File: src/rtl/control_unit.sv
// control_unit
//   Multi-cycle control FSM for a small accumulator-less datapath with an
//   instruction register, register file, ALU and data memory. Each
//   instruction is fetched, decoded, then executed in one or two cycles.
//   All control outputs are Moore-style: they depend only on the current
//   state, plus instruction-register fields routed out as addresses.
//
// Parameters
//   IW    instruction width; opcode is i_ir[IW-1:IW-4]
//   N_OP  number of ALU operations; o_aluS0 is clog2(N_OP) bits wide
//
// Ports
//   i_clk        clock, all state updates on the rising edge
//   i_rst_n      asynchronous active-low reset, forces INIT
//   i_ir         current instruction held by the instruction register
//   o_pcClr      clear program counter
//   o_pcUp       increment program counter
//   o_irLd       load instruction register from instruction memory
//   o_dAddr      data memory address
//   o_dWr        data memory write enable
//   o_rfS        register-file write mux (1 = data memory, 0 = ALU)
//   o_rfWAddr    register-file write address
//   o_rfWEn      register-file write enable
//   o_rfRaAddr   register-file read port A address
//   o_rfRbAddr   register-file read port B address
//   o_aluS0      ALU select (0 zero, 1 A+B, 2 A-B, 3 pass A)
//   o_outState   current state encoding for debug
module control_unit #(
  parameter int IW   = 16,
  parameter int N_OP = 8,
  localparam int AW  = (N_OP > 1) ? $clog2(N_OP) : 1
) (
  input  logic          i_clk,
  input  logic          i_rst_n,
  input  logic [IW-1:0] i_ir,
  output logic          o_pcClr,
  output logic          o_pcUp,
  output logic          o_irLd,
  output logic [7:0]    o_dAddr,
  output logic          o_dWr,
  output logic          o_rfS,
  output logic [3:0]    o_rfWAddr,
  output logic          o_rfWEn,
  output logic [3:0]    o_rfRaAddr,
  output logic [3:0]    o_rfRbAddr,
  output logic [AW-1:0] o_aluS0,
  output logic [3:0]    o_outState
);

  typedef enum logic [3:0] {
    S_INIT   = 4'd0,
    S_FETCH  = 4'd1,
    S_DECODE = 4'd2,
    S_NOOP   = 4'd3,
    S_LOAD_A = 4'd4,
    S_LOAD_B = 4'd5,
    S_STORE  = 4'd6,
    S_ADD    = 4'd7,
    S_SUB    = 4'd8,
    S_HALT   = 4'd9
  } state_t;

  localparam logic [3:0] OP_NOOP  = 4'b0000;
  localparam logic [3:0] OP_STORE = 4'b0001;
  localparam logic [3:0] OP_LOAD  = 4'b0010;
  localparam logic [3:0] OP_ADD   = 4'b0011;
  localparam logic [3:0] OP_SUB   = 4'b0100;
  localparam logic [3:0] OP_HALT  = 4'b0101;

  localparam logic [AW-1:0] ALU_ADD = AW'(1);
  localparam logic [AW-1:0] ALU_SUB = AW'(2);

  state_t     r_state;
  state_t     w_nextState;
  logic [3:0] w_opcode;

  assign w_opcode   = i_ir[IW-1:IW-4];
  assign o_outState = r_state;

  // State register. Reset is asynchronous so a pending memory or register
  // write is dropped the instant i_rst_n falls, without waiting for a clock.
  always_ff @(posedge i_clk or negedge i_rst_n) begin
    if (!i_rst_n) begin
      r_state <= S_INIT;
    end else begin
      r_state <= w_nextState;
    end
  end

  // Next-state logic. The opcode is only looked at in DECODE, so the
  // instruction register may change freely in every other state. HALT
  // has no way out except reset.
  always_comb begin
    w_nextState = r_state;
    unique case (r_state)
      S_INIT:   w_nextState = S_FETCH;
      S_FETCH:  w_nextState = S_DECODE;
      S_DECODE: begin
        case (w_opcode)
          OP_NOOP:  w_nextState = S_NOOP;
          OP_STORE: w_nextState = S_STORE;
          OP_LOAD:  w_nextState = S_LOAD_A;
          OP_ADD:   w_nextState = S_ADD;
          OP_SUB:   w_nextState = S_SUB;
          OP_HALT:  w_nextState = S_HALT;
          default:  w_nextState = S_NOOP;
        endcase
      end
      S_LOAD_A: w_nextState = S_LOAD_B;
      S_NOOP,
      S_LOAD_B,
      S_STORE,
      S_ADD,
      S_SUB:    w_nextState = S_FETCH;
      S_HALT:   w_nextState = S_HALT;
      default:  w_nextState = S_INIT;
    endcase
  end

  // Output decode. Everything defaults to zero; each state raises only the
  // strobes it needs. LOAD takes two cycles because the data memory has a
  // one-cycle read latency: LOAD_A presents the address, LOAD_B writes.
  always_comb begin
    o_pcClr    = 1'b0;
    o_pcUp     = 1'b0;
    o_irLd     = 1'b0;
    o_dAddr    = 8'h00;
    o_dWr      = 1'b0;
    o_rfS      = 1'b0;
    o_rfWAddr  = 4'h0;
    o_rfWEn    = 1'b0;
    o_rfRaAddr = 4'h0;
    o_rfRbAddr = 4'h0;
    o_aluS0    = '0;
    unique case (r_state)
      S_INIT: begin
        o_pcClr = 1'b1;
      end
      S_FETCH: begin
        o_irLd = 1'b1;
        o_pcUp = 1'b1;
      end
      S_LOAD_A: begin
        o_dAddr   = i_ir[11:4];
        o_rfS     = 1'b1;
        o_rfWAddr = i_ir[3:0];
      end
      S_LOAD_B: begin
        o_dAddr   = i_ir[11:4];
        o_rfS     = 1'b1;
        o_rfWAddr = i_ir[3:0];
        o_rfWEn   = 1'b1;
      end
      S_STORE: begin
        o_dAddr    = i_ir[7:0];
        o_dWr      = 1'b1;
        o_rfRaAddr = i_ir[11:8];
      end
      S_ADD: begin
        o_rfRaAddr = i_ir[11:8];
        o_rfRbAddr = i_ir[7:4];
        o_rfWAddr  = i_ir[3:0];
        o_rfWEn    = 1'b1;
        o_aluS0    = ALU_ADD;
      end
      S_SUB: begin
        o_rfRaAddr = i_ir[11:8];
        o_rfRbAddr = i_ir[7:4];
        o_rfWAddr  = i_ir[3:0];
        o_rfWEn    = 1'b1;
        o_aluS0    = ALU_SUB;
      end
      default: begin
      end
    endcase
  end

endmodule

File: config.mk
export PLATFORM = sky130hd
export DESIGN_NAME = control_unit
export DESIGN_NICKNAME = d
export VERILOG_FILES = /design/src/rtl/control_unit.sv
export SDC_FILE = /design/constraint.sdc
export NUM_CORES = 1
export LEC_CHECK = 0
export CAP_MARGIN = 30
export CORE_MARGIN = 2
export CORE_UTILIZATION = 31
export DETAILED_ROUTE_END_ITERATION = 16
export GPL_ROUTABILITY_DRIVEN = 0
export PLACE_DENSITY_LB_ADDON = 0.05
export SKIP_CTS_REPAIR_TIMING = 1
export SYNTH_ARGS = -nofsm -noshare
export SYNTH_HDL_FRONTEND = slang
export SYNTH_SLANG_ARGS = --single-unit
File: constraint.sdc
create_clock -name i_clk -period 2.4 [get_ports i_clk]
set_input_delay 0.48 -clock i_clk [delete_from_list [all_inputs] [get_ports i_clk]]
set_output_delay 0.48 -clock i_clk [all_outputs]
set_load 0.005 [all_outputs]
==> Word-level counts from Yosys, hierarchy flattened <==
Cells that the tools add are included.
{ "classes": {"n_addsub": 0, "multipliers": 0, "n_div": 0, "magnitude_cmp": 0, "eq_ne": 14, "shifts": 0, "mux": 12, "bitwise": 0, "reduce_logical": 7} }
{ "op_table": {"columns": ["op", "count"], "rows": [
  ["$pmux W4 S5", 2],
  ["$eq A4 B3 Y1 const B", 6],
  ["$eq A4 B2 Y1 const B", 4],
  ["$pmux W8 S2", 1],
  ["$mux W4", 3],
  ["$eq A4 B1 Y1 const B", 2],
  ["$eq A4 B4 Y1 const B", 2],
  ["$reduce_or A3 Y1", 2],
  ["$reduce_or A6 Y1", 1],
  ["$mux W1", 5],
  ["$logic_not A4 Y1", 1],
  ["$pmux W2 S2", 1],
  ["$reduce_or A2 Y1", 2],
  ["$reduce_or A4 Y1", 1]
]} }
{ "totals": {"regBits": 4, "latchBits": 0, "mem_bits_rw": 0, "romBits": 0, "wordCells": 34, "n_memories": 0} }

==> Depth between registers and ports, before layout <==
{ "logic_depth": {"word_depth": 3, "mapped_depth": 4, "mapped_depth_nobuf": 3} }

==> Least setup slack after synthesis <==
No wires, ideal clock.
{ "synth_path": {"kind": "reg2out", "startpoint": "register r_state[1], in the netlist o_outState[1]", "endpoint": "output port o_rfRbAddr[0]", "arrival_ns": 1.304, "t_required_ns": 1.920, "slack_ns": 0.616, "stages_incl_launch_ff": 5, "path_buffers": 1, "path_cell_list": "dfrtp_1 -> buf_6 -> or4b_4 -> o21ai_2 -> and2_1"} }
{ "synth_via": {"elab_chain_cells": 3} }
{ "synth_rtl": {"columns": ["item", "line_no", "rtl"], "rows": [
  ["start: declaration", "73", "state_t r_state;"],
  ["start signal: assignment", "86", "r_state <= w_nextState;"],
  ["$eq A4 B3 Y1 or $eq A4 B4 Y1 (tied branches)", "135", "unique case (r_state)"],
  ["$reduce_or A2 Y1 (no line) (*)", null, null],
  ["$mux W4 (*)", "135", null],
  ["end: declaration", "45", "output logic [3:0] o_rfRbAddr,"]
]} }
Mark *: on every way between the ends. The rest lies on a longest branch, timed or not.

==> Worst setup path after layout <==
{ "layout_path": {"startpoint": "register r_state[3], in the netlist o_outState[3]", "endpoint": "output port o_dAddr[2]"} }
{ "layout_via": {"elab_chain_cells": 3} }
{ "layout_rtl": {"columns": ["item", "line_no", "rtl"], "rows": [
  ["$eq A4 B3 Y1", "135", null],
  ["$reduce_or A2 Y1 (no line)", null, null],
  ["$pmux W8 S2 (*)", "135", null],
  ["end: declaration", "39", "output logic [7:0] o_dAddr,"]
]} }
Marks and branches as above.

==> results.json <==
{
  "drv_slew": 0,
  "clk_latency_ns": 0.23,
  "fmax_mhz": 424,
  "fp.dieW_um": 45.2,
  "htree_levels": 1,
  "setup_violations": 0,
  "grt_max_degree": 12,
  "clockBufferDepth": 2,
  "tns_ns": 0,
  "irDropWorstVdd_mv": 0.568,
  "yosysUniqueCellTypes": 33,
  "grtUsageTotal": 0.182,
  "cts-root-buf": "clkbuf_4",
  "portBuffers": 49,
  "vias": 720,
  "clock_skew_ns": 0.00502,
  "syn_area_um2": 527,
  "path_class": "flop to output pin",
  "yosys_warnings": 0,
  "wl_met3_um": 141,
  "drive_above_1_share": 0.164,
  "antenna_cells": 0,
  "netlist.area_leader.share": 0.190,
  "hold_violations": 0,
  "status": "finished clean",
  "nets": 142,
  "fin_crit_ns": 2.36,
  "wl_per_cell_um": 14.0,
  "synth_edf_count": 0,
  "numCtsBuffers": 3,
  "drt-met1-wl_um": 778,
  "cp-start-kind": "flop",
  "drc_errors": 0,
  "required_ns": 1.92,
  "first_global_vias": 644,
  "clk_pin_slew_ns": 0.04,
  "maxCapViolCount": 0,
  "seq_area_frac_synth": 0.190,
  "row_count": 14,
  "pin_count": 51,
  "fillers": 120,
  "die_h_um": 45.2,
  "grt_first_pass_wirelength_mm": 2.80,
  "hold_class": "input pin to async pin",
  "endpoint_kind": "output pin",
  "cts.sinks": 4,
  "area_growth_pct": 117,
  "critPathArrivalTime_ns": 1.88,
  "syn_nets": 86,
  "wl_mm": 1.93,
  "synth_top_area_cell": "dfrtp_1",
  "grt_setup_unrepaired": "true",
  "drt-initial-drc-count": 10,
  "top_layer_used": "met3",
  "yosys-top-cells-count": "a22o_1, and2_1, a21boi_0, o21ai_0",
  "synth_ff_type": "dfrtp_1",
  "core_area_um2": 1540,
  "yosys-top-cells-area": "dfrtp_1, a22o_1, and2_1",
  "critPathMaxFanout": 9,
  "dp_hpwl_mm": 1.54,
  "p_leak_nw": 0.647,
  "synthCells": 68,
  "final_antenna_net_count": 0,
  "first_pass_iters": 4,
  "powerDensity_nw_per_um2": 537,
  "fin_crit_sh": 0.983,
  "async_flop_share": 1.00,
  "antenna_found_initial": 0,
  "hold_ws_ns": 0.452,
  "synth.avg_cell_area_um2": 7.75,
  "die_area_um2": 2040,
  "cts_tree": "done",
  "floorplan.initialDensity": 0.342,
  "grt_overflow": 0,
  "wl_met2_mm": 1.01,
  "ys_ff_latch": 4,
  "avgViaCountPerCell": 5.22,
  "largest_reg_flops": 4
}
[worst max-delay path, stage by stage (launching register included)]
cell	delay, ns
dfrtp_1	0.41
nand3b_1	0.28
nor2_4	0.27
a22o_1	0.18
clkdlybuf4s50_1	0.52
[area by class of cell]
class / instances / area, µm² / area share
Clock buffer: 3 / 22.5 / 0.0197
Inverter: 3 / 11.3 / 0.00985
Multi-Input combinational cell: 55 / 407 / 0.356
Sequential cell: 4 / 101 / 0.0886
Tap cell: 16 / 20.0 / 0.0175
Timing Repair Buffer: 57 / 582 / 0.509
[layout by cell type, fill, tap and decap left out, types with 2 or more instances in the layout]
cell | netlist | layout
nor2_1 | 4 | 4
nor2_4 | 0 | 2
clkbuf_4 | 0 | 3
o21ai_0 | 5 | 4
a22o_1 | 8 | 8
a21boi_0 | 5 | 2
nand3b_1 | 2 | 2
a21boi_1 | 0 | 3
buf_4 | 2 | 7
dfrtp_1 | 4 | 3
and2_1 | 8 | 8
nor2b_1 | 2 | 2
clkdlybuf4s50_1 | 0 | 38
inv_1 | 3 | 3
dlymetal6s2s_1 | 0 | 11
[per-stage QoR]
stage	std cells	total power [mW]	setup slack (ns)	area, µm²	util
2_1_floorplan	68	0.303	0.616	527	-
3_3_place_gp	131	0.508	0.219	1030	0.666
3_5_place_dp	131	0.509	0.205	1030	0.666
4_1_cts	134	0.597	-0.0337	1050	0.681
5_1_grt	138	0.660	-0.0471	1140	0.742
6_report	138	0.614	0.0420	1140	0.742
[metal layers]
| metal | track usage | vias up |
|---|---|---|
| met5 | 0 | - |
| met4 | 0.0471 | 0 |
| met3 | 0.0400 | 0 |
| met2 | 0.289 | 33 |
| met1 | 0.248 | 332 |
| li1 | - | 355 |
[path summary, 6_finish.rpt]
kind	from	to	slack (ns)	depth (start not counted)
min in group i_clk	o_outState[1]	o_outState[1]	0.63	2
worst max register to register	o_outState[1]	o_outState[0]	1.14	4
worst min-delay path	i_rst_n	o_outState[3]	0.45	1
worst max-delay path	o_outState[3]	o_dAddr[2]	0.04	4
worst min register to register	o_outState[1]	o_outState[1]	0.63	2
max in group asynchronous	i_rst_n	o_outState[2]	1.76	1
[where the power goes]
group | total, mW | switching [mW] | internal, mW
clock | 0.0813 | 0.0255 | 0.0558
sequential | 0.104 | 0.0140 | 0.0897
combinational | 0.429 | 0.185 | 0.244
total | 0.614 | 0.225 | 0.389
[cell families (layout without fill, tap and decap cells)]
| group | Yosys count | in the layout | synth area share |
|---|---|---|---|
| AO/OA/AOI/OAI | 23 | 23 | 0.325 |
| AND/OR/NAND/NOR | 30 | 30 | 0.363 |
| XOR/XNOR | 1 | 1 | 0.0166 |
| buffers and inverters | 9 | 63 | 0.0974 |
| other | 1 | 1 | 0.00712 |
| flip-flops | 4 | 4 | 0.190 |
No activity file was read; power rests on OpenSTA's default activity.
==> RTL edit 1, RTL diff (same settings) <==
Make the reset (`i_rst_n`) synchronous in one clocked block. Comments in the files are not updated.
--- a/src/rtl/control_unit.sv
+++ b/src/rtl/control_unit.sv
@@ -80,5 +80,5 @@
   // State register. Reset is asynchronous so a pending memory or register
   // write is dropped the instant i_rst_n falls, without waiting for a clock.
-  always_ff @(posedge i_clk or negedge i_rst_n) begin
+  always_ff @(posedge i_clk) begin
     if (!i_rst_n) begin
       r_state <= S_INIT;
Check against the original RTL: differs if i_rst_n is asserted again (counterexample within 4 cycles, from zero or initial values and one cycle with i_rst_n low); with i_rst_n held inactive, the same outputs for 10 cycles.
==> RTL edit 1 against the unedited design <==
- sequential cell count unchanged
- design area down 6.8%
- routed wire length down 8.8%
- setup slack better by 74 ps
- critical path type unchanged
- hold slack better by 170 ps
- synthesized area unchanged
- sequential share of layout area down 0.76 points
- core utilization down 5.0 points
Power is not compared: it rests on default switching activity, and its combinational part moved more than twofold at a synthesized area within 25%.
==> RTL edit 1: results (changes against the unedited design) <==
[metrics] share of async-settable or async-resettable flops after synthesis: 0% (-100 points)
[metrics] post-DP HPWL: 1420 microns (-7.8%)
[metrics] startpoint of the most critical register-to-register path: o_outState[1]
[metrics] kind of cell with the highest combined delay on the critical path: buffers and inverters
[metrics] destination of the critical timing path: o_rfRbAddr[1]
[metrics] share of post-route cells with drive strength above 1: 16.8% (+0.42 points)
[metrics] Synth top cells by count: sky130_fd_sc_hd__a22o_1 (8), sky130_fd_sc_hd__and2_1 (8), sky130_fd_sc_hd__nor2b_1 (5), sky130_fd_sc_hd__dfxtp_1 (4)
[metrics] largest net degree at the start of global routing: 14 (+2)
[metrics] clock latency reported for the late side of the worst-skew pair: 240 ps
[metrics] initial drt markers: 11 (+1)
[metrics] minimum clock period after layout: 2280 ps (-73.7 ps)
[metrics] post-route worst hold slack: 618 ps (+166 ps)
[metrics] Hold Path Depth: 2
[metrics] Synth cell types: 31 (-6.1%)
[metrics] part of the Yosys area used for sequential elements: 15.2% (-3.8 points)
[metrics] Ys Warns: 0 (unchanged)
[metrics] net count after synthesis: 82 (-4.7%)
[metrics] Sw Pwr: 84.2 uW
[metrics] top post-synthesis cells by area: sky130_fd_sc_hd__dfxtp_1 (15%), sky130_fd_sc_hd__a22o_1 (13%), sky130_fd_sc_hd__and2_1 (9.5%)
[metrics] mean number of vias per cell: 5.26 (+0.89%)
[metrics] run status: complete, no violations
[metrics] endpoint arrival time on the critical path: 1800 ps (-80 ps)
[metrics] total length of routed wires: 1760 microns (-8.8%)
[metrics] drt first pass iters: 4 (unchanged)
[metrics] worst reg-to-reg path cell count: 3 (-1)
[metrics] worst slack, placed: 119 ps (-85.7 ps)
[metrics] number of filler cells placed in the layout: 129 (+7.5%)
[metrics] complex-gate fraction of the synthesized area: 30.9% (-1.7 points)
[metrics] timing startpoint of the critical path: o_outState[0]
[metrics] Worst R2R End: o_outState[1]
[metrics] wire length of the first global-routing pass: 2680 microns (-4.4%)
[metrics] Register-to-Register Setup Slack: 1190 ps (+50 ps)
[metrics] Reg clk slew, reported paths: 40 ps (about the same)
[metrics] number of global-route vias before repair: 611 (-5.1%)
[metrics] Crit Path Max Fanout: 12 (+3)
[metrics] Overall Global Routing Usage: 17.8% (-0.40 points)
[metrics] number of nets at the end of the flow: 133 (-6.3%)
[metrics] worst clock skew on the final layout: 3.71 ps (-1.31 ps)
[metrics] worst hold path type: reg2reg
## RTL edit 1: cell types whose count changed in the layout (fill, tap and decap cells not counted), moves of 3 or more
cell and delta:
sky130_fd_sc_hd__clkdlybuf4s50_1 +11, sky130_fd_sc_hd__dlymetal6s2s_1 -11, sky130_fd_sc_hd__buf_4 -5, sky130_fd_sc_hd__a21boi_1 -3
sky130_fd_sc_hd__dfrtp_1 -3, sky130_fd_sc_hd__nor2b_1 +3
## RTL edit 1: power by group through the flow
stage / sequential [uW] / combinational, uW / clock (uW)
after detailed placement: 90.4 / 110 / 0
after CTS: 89.6 / 110 / 86.3
after global placement: 89.7 / 109 / 0
after floorplan: 79.8 / 52.6 / 0
after global routing: 93.0 / 121 / 90.6
final: 90.8 / 112 / 85.0
## RTL edit 1: worst register-to-register path, stage by stage, from the launching register on
cell and delay (ps):
sky130_fd_sc_hd__dfxtp_2 480, sky130_fd_sc_hd__nand2b_1 160, sky130_fd_sc_hd__o311ai_1 330, sky130_fd_sc_hd__and3_1 180
## RTL edit 1: metrics by stage
stage,setup TNS (ps),area (sq um),cells
2_1_floorplan,0,527,64
3_3_place_gp,0,1000,124
3_5_place_dp,0,1000,124
4_1_cts,-1200,1020,127
5_1_grt,0,1070,129
6_report,0,1070,129
## RTL edit 1: layer usage
metal	GRT usage [%]	vias up	share of wire [%]
li1	-	338	-
met1	23.3	307	42
met2	28.9	32	52
met3	1.60	2	5.4
met4	8.82	0	0.79
met5	0	-	0
## RTL edit 1: area by class of cell
cell class	count	area (sq um)	area share, %
Multi-Input combinational cell	53	408	38.3
Clock buffer	3	22.5	2.11
Inverter	1	3.75	0.352
Tap cell	16	20.0	1.88
Timing Repair Buffer	52	526	49.3
Sequential cell	4	86.3	8.10
==> RTL edit 2, RTL diff (same flow settings) <==
Without the edit above. The parameter `N_OP` goes from 8 to 16.
--- a/src/rtl/control_unit.sv
+++ b/src/rtl/control_unit.sv
@@ -28,5 +28,5 @@
 module control_unit #(
   parameter int IW   = 16,
-  parameter int N_OP = 8,
+  parameter int N_OP = 16,
   localparam int AW  = (N_OP > 1) ? $clog2(N_OP) : 1
 ) (
Interface: changed (resized o_aluS0); port bits go from 51 to 52. No check against the original RTL was run, so the function may have changed too.
==> RTL edit 2 against the unedited design <==
- setup slack improved by 1.7 ps
- maximum frequency barely moved
- sequential cell count did not move
- first-iteration DRC count did not move
- synthesized cell count rose by 1.5%
- sequential power rose by 8%
- hold slack got worse by 14 ps
- critical path type unchanged
- register-to-register slack got worse by 100 ps
- total power rose by 7.1%
- routed wire length rose by 12%
- design area rose by 5.8%
- largest power group unchanged
- critical endpoint is now o_aluS0[1]
- synthesized area rose by 1.4%
- count of clock-buffer cells in the layout did not move
==> RTL edit 2: results (changes against the unedited design) <==
[metrics] run status: complete, no violations
[metrics] number of global-route vias before repair: 596 (-7.5%)
[metrics] portion of the layout cell area used by clock cells: 1.86% (-0.11 points)
[metrics] part of the Yosys area used for sequential elements: 18.7% (-0.27 points)
[metrics] post-layout instance count excluding filler cells: 145 (+5.1%)
[metrics] met1 layer usage reported by global route: 23.4% (-1.4 points)
[metrics] comb_multi_in: 56 (+1.8%)
[metrics] Crit Path Max Fanout: 7 (-2)
[metrics] met2 layer usage reported by global route: 30.4% (+1.6 points)
[metrics] total area of multi-input combinational cells: 410 sq um (+0.92%)
[metrics] worst-case vdd ir drop: 0.695 mV (+22%)
[metrics] share of the cycle needed by the critical path after routing: 98.2% (about the same)
[metrics] clock group power: 84.8 uW (+4.3%)
[metrics] worst reg-to-reg path cell count: 5 (+1)
[metrics] uppermost layer routed: met4
[metrics] proportion of total power due to net switching: 37.1% (+0.43 points)
[metrics] sequential portion of the cell area: 8.48% (-0.38 points)
[metrics] area of placed instances: 1030 sq um (+0.37%)
[metrics] cell leakage power: 0.000775 uW (+20%)
[metrics] met3 global-route usage: 5.16% (+1.2 points)
[metrics] wire length of the first global-routing pass: 2770 microns (-1.0%)
[metrics] relative area of non-clock buffer cells in the final design: 53.2% (+2.3 points)
[metrics] Routed WL per cell: 14.9 microns (+6.4%)
[metrics] destination of the critical timing path: o_aluS0[1]
[metrics] mean number of vias per cell: 5.25 (+0.59%)
[metrics] number of filler cells placed in the layout: 119 (-0.83%)
[metrics] detailed-routing wirelength on met1: 776 microns (-0.26%)
[metrics] met3 wire length: 169 microns (+20%)
[metrics] Overall Global Routing Usage: 18.5% (+0.36 points)
[metrics] power in sequential cells: 112 uW (+8%)
## RTL edit 2: cell types whose count changed in the layout (fill, tap and decap cells not counted), sizes merged
cell / change
buf: +6
clkdlybuf4s50: -5
dlymetal6s2s: +5
conb: +1
## RTL edit 2: worst max-delay path, stage by stage, from the launching register on
cell                              delay (ps)
sky130_fd_sc_hd__dfrtp_2                 410
sky130_fd_sc_hd__buf_4                   140
sky130_fd_sc_hd__or4b_4                  520
sky130_fd_sc_hd__inv_1                    80
sky130_fd_sc_hd__clkdlybuf4s50_1         500
## RTL edit 2: cell families (layout without fill, tap and decap cells)
kind of cell / Yosys count / after routing / synth area share, %
xor+xnor: 1 / 1 / 1.64
other cells: 1 / 2 / 0.702
buf+inv: 10 / 69 / 11.0
simple gates: 30 / 30 / 35.8
flops: 4 / 4 / 18.7
compound gates: 23 / 23 / 32.1
